===== src/rtl/uart_pkg.sv =====
// uart_pkg: shared definitions for the memory-mapped UART transmitter.
//   - register word offsets (addr[3:2])
//   - STATUS register bit positions
//   - bit-timing FSM state encoding
package uart_pkg;

    // Word index within the peripheral window (addr[3:2]).
    localparam logic [1:0] REG_TXDATA = 2'd0;
    localparam logic [1:0] REG_STATUS = 2'd1;

    // STATUS register layout.
    localparam int ST_FULL  = 0;
    localparam int ST_EMPTY = 1;
    localparam int ST_BUSY  = 2;
    localparam int ST_OVR   = 3;
    localparam int ST_CNT   = 8;   // count field occupies [ST_CNT +: CNT_W]

    // Bit-timing FSM states. S_PARITY is only reachable with UART_PARITY_EN.
    typedef enum logic [2:0] {
        S_IDLE   = 3'd0,
        S_START  = 3'd1,
        S_DATA   = 3'd2,
        S_PARITY = 3'd3,
        S_STOP   = 3'd4
    } tx_state_t;

endpackage


===== src/rtl/uart_tx_fifo.sv =====
// uart_tx_fifo: synchronous byte FIFO feeding the UART shifter.
//   clk, reset   core clock, asynchronous active-low reset (flushes the FIFO)
//   push, din    enqueue din; ignored when full (full is the pre-edge value)
//   pop          dequeue head; ignored when empty
//   dout         current head entry
//   full, empty  occupancy flags
//   count        number of stored entries (0..DEPTH)
// Pointers are log2(DEPTH) wide so they wrap modulo DEPTH for free.
module uart_tx_fifo #(
    parameter int DEPTH = 16,
    parameter int CNT_W = 5
) (
    input  logic             clk,
    input  logic             reset,
    input  logic             push,
    input  logic [7:0]       din,
    input  logic             pop,
    output logic [7:0]       dout,
    output logic             full,
    output logic             empty,
    output logic [CNT_W-1:0] count
);

    localparam int PTR_W = $clog2(DEPTH);

    logic [7:0]       mem [DEPTH];
    logic [PTR_W-1:0] wr_ptr;
    logic [PTR_W-1:0] rd_ptr;
    logic             push_ok;
    logic             pop_ok;

    assign full    = (count == CNT_W'(DEPTH));
    assign empty   = (count == '0);
    assign push_ok = push && !full;
    assign pop_ok  = pop && !empty;
    assign dout    = mem[rd_ptr];

    // Storage needs no reset: a flushed FIFO never exposes stale entries.
    always_ff @(posedge clk) begin
        if (push_ok) mem[wr_ptr] <= din;
    end

    always_ff @(posedge clk or negedge reset) begin
        if (!reset) begin
            wr_ptr <= '0;
            rd_ptr <= '0;
            count  <= '0;
        end else begin
            if (push_ok) wr_ptr <= wr_ptr + 1'b1;
            if (pop_ok)  rd_ptr <= rd_ptr + 1'b1;
            case ({push_ok, pop_ok})
                2'b10:   count <= count + 1'b1;
                2'b01:   count <= count - 1'b1;
                default: count <= count;
            endcase
        end
    end

endmodule


===== src/rtl/uart_mmio_tx.sv =====
// uart_mmio_tx: memory-mapped UART transmitter (bus responder + 8N1 serialiser).
//   clk     core clock, rising edge
//   reset   asynchronous active-low reset
//   sel     address decode hit for this peripheral
//   we      store size (00 none, else store; only wdata[7:0] matters)
//   addr    byte offset in window; addr[3:2] selects the register
//   wdata   store data
//   rdata   load data, combinational (0 when sel=0)
//   tx      serial line, idle high, LSB first
//   tx_irq  level: FIFO empty and shifter idle
// Registers: 0x0 TXDATA (W push byte, R 0), 0x4 STATUS (R flags/count,
// W bit3=1 clears sticky overrun), 0x8/0xC reserved.
// Optional feature macro: UART_PARITY_EN inserts an even-parity bit after DATA.
module uart_mmio_tx
    import uart_pkg::*;
#(
    parameter int CLKS_PER_BIT = 868,
    parameter int FIFO_DEPTH   = 16,
    parameter int CNT_W        = 5
) (
    input  logic        clk,
    input  logic        reset,
    input  logic        sel,
    input  logic [1:0]  we,
    input  logic [3:0]  addr,
    input  logic [31:0] wdata,
    output logic [31:0] rdata,
    output logic        tx,
    output logic        tx_irq
);

    localparam int BAUD_W = (CLKS_PER_BIT > 1) ? $clog2(CLKS_PER_BIT) : 1;

    // Bus decode
    logic wr_en, wr_txdata, wr_status;
    assign wr_en     = sel && (we != 2'b00);
    assign wr_txdata = wr_en && (addr[3:2] == REG_TXDATA);
    assign wr_status = wr_en && (addr[3:2] == REG_STATUS);

    // FIFO
    logic             pop;
    logic [7:0]       fifo_dout;
    logic             full, empty;
    logic [CNT_W-1:0] count;

    uart_tx_fifo #(
        .DEPTH (FIFO_DEPTH),
        .CNT_W (CNT_W)
    ) u_fifo (
        .clk   (clk),
        .reset (reset),
        .push  (wr_txdata),
        .din   (wdata[7:0]),
        .pop   (pop),
        .dout  (fifo_dout),
        .full  (full),
        .empty (empty),
        .count (count)
    );

    // Sticky overrun: a push seen while full (pre-edge) sets it, even if the
    // shifter pops on the same edge. Set beats a simultaneous clear.
    logic ovr;
    always_ff @(posedge clk or negedge reset) begin
        if (!reset)                      ovr <= 1'b0;
        else if (wr_txdata && full)      ovr <= 1'b1;
        else if (wr_status && wdata[3])  ovr <= 1'b0;
    end

    // Bit-timing FSM
    tx_state_t         state, state_n;
    logic [BAUD_W-1:0] baud, baud_n;
    logic [2:0]        bit_cnt, bit_n;
    logic [7:0]        shreg, shreg_n;
    logic              baud_end;

    assign baud_end = (baud == BAUD_W'(CLKS_PER_BIT - 1));

    always_ff @(posedge clk or negedge reset) begin
        if (!reset) begin
            state   <= S_IDLE;
            baud    <= '0;
            bit_cnt <= '0;
            shreg   <= '0;
        end else begin
            state   <= state_n;
            baud    <= baud_n;
            bit_cnt <= bit_n;
            shreg   <= shreg_n;
        end
    end

    always_comb begin
        state_n = state;
        baud_n  = baud;
        bit_n   = bit_cnt;
        shreg_n = shreg;
        pop     = 1'b0;
        case (state)
            S_IDLE: begin
                if (!empty) begin
                    pop     = 1'b1;
                    shreg_n = fifo_dout;
                    baud_n  = '0;
                    state_n = S_START;
                end
            end
            S_START: begin
                if (baud_end) begin
                    baud_n  = '0;
                    bit_n   = '0;
                    state_n = S_DATA;
                end else begin
                    baud_n  = baud + 1'b1;
                end
            end
            S_DATA: begin
                if (baud_end) begin
                    baud_n = '0;
                    if (bit_cnt == 3'd7) begin
`ifdef UART_PARITY_EN
                        state_n = S_PARITY;
`else
                        state_n = S_STOP;
`endif
                    end else begin
                        bit_n = bit_cnt + 1'b1;
                    end
                end else begin
                    baud_n = baud + 1'b1;
                end
            end
`ifdef UART_PARITY_EN
            S_PARITY: begin
                if (baud_end) begin
                    baud_n  = '0;
                    state_n = S_STOP;
                end else begin
                    baud_n  = baud + 1'b1;
                end
            end
`endif
            S_STOP: begin
                if (baud_end) begin
                    baud_n = '0;
                    // Chain straight into the next frame: no idle bit time.
                    if (!empty) begin
                        pop     = 1'b1;
                        shreg_n = fifo_dout;
                        state_n = S_START;
                    end else begin
                        state_n = S_IDLE;
                    end
                end else begin
                    baud_n = baud + 1'b1;
                end
            end
            default: state_n = S_IDLE;
        endcase
    end

    // Line driven straight from state so an async reset forces it high at once.
    always_comb begin
        tx = 1'b1;
        case (state)
            S_START:  tx = 1'b0;
            S_DATA:   tx = shreg[bit_cnt];
`ifdef UART_PARITY_EN
            S_PARITY: tx = ^shreg;
`endif
            default:  tx = 1'b1;
        endcase
    end

    assign tx_irq = empty && (state == S_IDLE);

    // Load path
    always_comb begin
        rdata = '0;
        if (sel && (addr[3:2] == REG_STATUS)) begin
            rdata[ST_FULL]          = full;
            rdata[ST_EMPTY]         = empty;
            rdata[ST_BUSY]          = (state != S_IDLE);
            rdata[ST_OVR]           = ovr;
            rdata[ST_CNT +: CNT_W]  = count;
        end
    end

    logic unused_bits;
    assign unused_bits = ^{wdata[31:8], addr[1:0]};

endmodule


===== config.mk =====
export PLATFORM = sky130hd
export DESIGN_NAME = uart_mmio_tx
export DESIGN_NICKNAME = d
export VERILOG_FILES = /design/src/rtl/uart_pkg.sv /design/src/rtl/uart_tx_fifo.sv /design/src/rtl/uart_mmio_tx.sv
export SDC_FILE = /design/constraint.sdc
export NUM_CORES = 1
export LEC_CHECK = 0
export CAP_MARGIN = 40
export CORE_MARGIN = 5
export CORE_UTILIZATION = 57
export DETAILED_ROUTE_END_ITERATION = 8
export PLACE_DENSITY = 0.8
export SYNTH_ARGS = -nofsm -noshare
export SYNTH_HDL_FRONTEND = slang
export SYNTH_SLANG_ARGS = --single-unit

===== constraint.sdc =====
create_clock -name clk -period 4 [get_ports clk]
set_clock_uncertainty 0.15 [all_clocks]
set_input_delay 1 -clock clk [delete_from_list [all_inputs] [get_ports clk]]
set_output_delay 1 -clock clk [all_outputs]
set_load 0.03 [all_outputs]

# == After elaboration in Yosys (flattened, before gate mapping) ==
# Memory sizes are Yosys's and may differ from the RTL's.
# Cells that the tools add are included.
# classes
n_addsub,6
mul,0
div_mod_pow,0
magnitude_cmp,1
eq_ne,15
shifts,0
n_mux,30
bitwise_logic,0
reduce_logical,26
# op_table
operator,count
2-to-1 mux 3 bit,8
2-to-1 mux 10 bit,2
one-hot mux 10 bit (2 select lines),1
2-to-1 mux 8 bit,2
one-hot mux 8 bit (2 select lines),1
"inequality test 2 bit, second input constant",6
one-hot mux 3 bit (4 select lines),1
nonzero test 2 bit,6
"adder 10 x 1 -> 10 bit, second input constant",1
"equality test 10 bit, second input constant",1
one-hot mux 5 bit (2 select lines),1
logical AND 1 bit,9
"adder 4 x 1 -> 4 bit, second input constant",2
2-to-1 mux 1 bit,8
"equality test 3 bit, second input constant",2
one-hot mux 3 bit (2 select lines),1
"adder 5 x 1 -> 5 bit, second input constant",1
"equality test 5 bit, second input constant",1
zero test 5 bit,1
2-to-1 mux 5 bit,1
AND reduction 5 bit,1
"subtractor 5 x 1 -> 5 bit, second input constant",1
"equality test 2 x 1 -> 1 bit, second input constant",2
"less-than comparator 3 x 4 -> 1 bit, second input constant",1
other kinds (14),17
# word_totals
ff_bits,38
latch_bits,0
mem_bits_rw,128
mem_bits_ro,0
inputBits,41
output_inout_bits,34
wordCells,87
n_memories,1
# mem_list
memory,words,width,read_ports,rd_clocked_by_memory_dff,wr,line_no,text
u_fifo.mem,16,8,1,0,1,uart_tx_fifo.sv:26,logic [7:0] mem [DEPTH];

# == Logic depth before layout (Yosys ltp) ==
# logic_depth
ltp_word,7
mapped_depth,13

# == Hierarchy ==
# A second synthesis with hierarchy kept.
# unflattened
hier_cells,488
area_unflattened_um2,7450.9
# by_module_without_submodules
mod,instances,cells_per_inst,area_each_um2
uart_tx_fifo,1,332,5779.3
uart_mmio_tx,1,156,1671.6

# == Worst setup path before layout ==
# No wires, ideal clock.
# synth_path
kind,input to register
startpoint,input port addr[2]
endpoint,register u_fifo.count[4]
setup_ps,80
arrival_time_ps,2881
required_ps,3770
setup_slack_ps,889
stages,11
cell_sequence,nor3b_1 -> o21ai_0 -> a21oi_2 -> inv_1 -> ha_1 -> ha_1 -> nor2b_1 -> o21ai_0 -> a21oi_1 -> nor3_1 -> xor2_1
# synth_between
elab_chain_len,5
# synth_lines
item,line_no,text
start: declaration,uart_mmio_tx.sv:25,"input logic [3:0] addr,"
zero test 2 bit (*),uart_mmio_tx.sv:37,assign wr_txdata = wr_en && (addr[3:2] == REG_TXDATA);
logical AND 1 bit (*),uart_mmio_tx.sv:37,
logical AND 1 bit (*),uart_tx_fifo.sv:34,assign push_ok = push && !full;
equality test 2 x 1 -> 1 bit or equality test 2 bit (tied branches),uart_tx_fifo.sv:51,"case ({push_ok, pop_ok})"
one-hot mux 5 bit (2 select lines) or nonzero test 2 bit (tied branches),n/a,
end signal: assignment,uart_tx_fifo.sv:52,2'b10: count <= count + 1'b1;
end signal: assignment,uart_tx_fifo.sv:53,2'b01: count <= count - 1'b1;
end signal: assignment,uart_tx_fifo.sv:54,default: count <= count;
end: declaration,uart_tx_fifo.sv:21,output logic [CNT_W-1:0] count
# Every way passes the cells marked *; elsewhere a longest branch is shown, timed or not.
# A chain may end at the register's enable or synchronous reset.

# == Worst setup path after layout ==
# layout_path
startpoint,input port addr[3]
endpoint,output port rdata[1]
# layout_between
elab_chain_len,3
# layout_lines
item,line_no,text
equality test 2 x 1 -> 1 bit,uart_mmio_tx.sv:180,if (sel && (addr[3:2] == REG_STATUS)) begin
logical AND 1 bit,uart_mmio_tx.sv:180,
2-to-1 mux 4 bit,uart_mmio_tx.sv:180,
end: declaration,uart_mmio_tx.sv:27,"output logic [31:0] rdata,"
# Every way passes these cells.

==> flow_summary_export.csv <==
group,metric,value,unit
die,die_h,124,µm
clock_network,cts.sinks,166,
die,fp.dieArea,15300,µm²
sta,finalHoldViolCount,0,
pwr,combPwrFrac,0.294,
pwr,clkPwrFrac,0.292,
die,die_x,124,µm
die,start_util,0.583,
synthesis,synthArstFlopShare,0.229,
placed_design,dpl_worst_slack,214,ps
critical_path,crit_top_cell,"clkdlybuf4s50_1",
drt,vias,4145,
critical_path,critical_path_class,"input pin to output pin",
placed_design,dp_hpwl,9.16,mm
sta,fin_tns_setup,0,ps
drt,firstDrtPassIters,6,
drt,drt-initial-drc-count,306,
worst_hold_path,hold_class,"input pin to async pin",
drt,ant_nets,0,
sta,min_period,3780,ps
sta,rsz0062_at_grt,"no",
synthesis,syn_avg_cell_area,15.3,µm²
synthesis,yosysUniqueCellTypes,54,
critical_path,critPathMaxStageDelay,700,ps
critical_path,reg2reg_depth,12,
clock_network,clkLatencyLatePin,430,ps
finish,antenna_cells,0,
die,core_area,12700,µm²
critical_path,crit_fanout,6,
sta,fin_crit_sh,0.946,
pwr,power_density,655,nW/µm²
synthesis,ys_warn_count,0,
drt,wirelength,13.7,mm
synthesis,syn-instance-count,482,
pwr,power.leakage,0.00299,µW
critical_path,reg2reg_to,"u_fifo.count[4]",
sta,slew_headroom,0.453,
grt,overflow,0,
critical_path,arrival,2630,ps
placed_design,portBuffers,25,
status,outcome,"completed",
clock_network,clkTransAtPathRegs,60,ps
critical_path,worstPathCellList,"clkdlybuf4s50_1 > nand3b_1 > nor3_1 > clkdlybuf4s50_1",
synthesis,synth_flop_cell,"edfxtp_1",
sta,fmax,264,MHz
clock_network,hold_buffers,0,
critical_path,cp_data_required_time,2850,ps
drt,avgViaCountPerCell,5.84,
clock_network,clk_path_buf_depth,2,
job,drv_cap,0,
finish,mostFrequentLayoutCells,"edfxtp_1 (128), dfrtp_1 (37), nor2_1 (30), a21oi_1 (24), clkdlybuf4s50_1 (24)",
clock_network,cts_setup_buffers,0,
pwr,p_seq_frac,0.415,
finish,area_growth,13.3,%
grt,grt_pass1_wl,22.4,mm
pwr,irDropWorstVdd,0.419,mV
sta,maxSlewViolCount,0,
finish,layout-drive-gt1-share,0.162,
synthesis,ys_seq_area_frac,0.650,
synthesis,synth_edf_count,128,
pwr,p_sw,1780,µW
grt,grt_use_total,0.198,
finish,final_common_cell,"edfxtp_1",
grt,antenna_found_initial,0,
clock_network,cts_tree,"done",
sta,setup_viol,0,
drt,post_drt_wl_per_cell,19.3,µm
clock_network,cts_root_buf,"clkbuf_16",
clock_network,cts_max_level,4,
synthesis,syn_area,7380,µm²
synthesis,ys_ff_latch,166,
critical_path,r2r-start,"baud[1]",
die,core.rowCount,41,
pwr,sw_frac_of_total,0.324,
drt,drc,0,
critical_path,crit_slowest_cell,"clkdlybuf4s50_1",
critical_path,worstSetupStartpointType,"input pin",
finish,nets,579,
die,io_pins,75,
clock_network,cts_inserted_buffers,17,
clock_network,cts_resized,0,
grt,grt_start_max_net_pins,38,
pwr,power.internal,3700,µW
grt,grt_pass1_vias,4214,
critical_path,rrSetupSlack,550,ps
placed_design,place.gp.congestion,0.819,
critical_path,cp-end-kind,"output pin",
sta,setup_slack,218,ps
sta,tightest_slew,820,ps
-- cell type report --
class | instances | area, µm²
multi-input cells | 282 | 2310
repair buffers | 47 | 423
clock inverters | 13 | 148
inverters | 11 | 41.3
clock buffers | 19 | 433
flip-flops and latches | 166 | 4800
fillers | 846 | 4310
well taps | 172 | 215
-- state kept, by name, summed over array words and instances (netlist names) --
signal and count:
u_fifo.wr_ptr 4, ovr 1, u_fifo.count 5, u_fifo.mem 128, state 3, baud 10, shreg 8, bit_cnt 3
u_fifo.rd_ptr 4
-- power groups by stage --
stage          registers, µW  clock network (µW)  logic, µW
2_1_floorplan           2150                   0       1450
3_3_place_gp            2290                   0       1540
4_1_cts                 2270                1630       1620
5_1_grt                 2300                1700       1790
6_report                2270                1600       1610
3_5_place_dp            2310                   0       1590
-- worst max path at each step --
| stage | startpoint | end | slack [ps] | cells past startpoint |
|---|---|---|---|---|
| after detailed placement | addr[3] | rdata[1] | 210 | 4 |
| after floorplan | addr[2] | u_fifo.count[4] | 890 | 11 |
| final | addr[3] | rdata[1] | 220 | 4 |
| after CTS | addr[3] | rdata[1] | 210 | 4 |
| after global routing | addr[3] | rdata[1] | 150 | 4 |
| after global placement | addr[3] | rdata[1] | 260 | 4 |
-- cells in the mapped netlist, drive strengths merged (3+ instances only) --
cell,n,area [µm²]
a2111oi,8,70.1
a211oi,8,60.1
a21o,3,22.5
a21oi,25,129
a22o,4,35.0
and2,5,31.3
buf,37,292
clkbuf,8,30.0
dfrtp,38,951
edfxtp,128,3840
ha,12,150
inv,11,41.3
mux2,9,101
mux2i,10,100
mux4,26,627
nand2,19,73.8
nand2b,4,25.0
nand3,5,25.0
nand4,3,18.8
nor2,30,113
nor2b,17,106
nor3,13,81.3
o21ai,23,119
or3,6,42.5
xnor2,6,60.1
xor2,5,43.8
-- logic make-up (layout without fill, tap and decap cells) --
logic type      Yosys count  in the layout  synth area share
compound gates           76             76            0.0690
xor+xnor                 11             11            0.0141
mux                      45             45             0.112
fa+ha+maj                13             13            0.0231
flops                   166            166             0.650
buf+inv                  56             90            0.0492
other cells               1             23          0.000508
simple gates            114            114            0.0824
-- layer usage --
layer  track usage  vias to the layer above  wire, µm
met3        0.0400                       20       603
li1              -                     1887         -
met5             0                        -         0
met1         0.250                     2107      5700
met4        0.0747                        0       231
met2         0.341                      131      7160
-- critical path: cells and delay by family --
family	cells	cell delay, ps
buffers and inverters	2	1140
AND/OR/NAND/NOR	2	490
-- metrics by stage --
| stage | total power, µW | instance area [µm²] | utilization | hold WS, ps | std cells |
|---|---|---|---|---|---|
| 5_1_grt | 5790 | 8360 | 0.660 | 208 | 710 |
| 4_1_cts | 5520 | 8360 | 0.660 | 202 | 710 |
| 3_3_place_gp | 3830 | 7760 | 0.613 | 334 | 677 |
| 2_1_floorplan | 3590 | 7460 | - | 311 | 504 |
| 3_5_place_dp | 3900 | 7780 | 0.614 | 340 | 678 |
| 6_report | 5480 | 8360 | 0.660 | 220 | 710 |
Power figures use the tool's default switching activity.
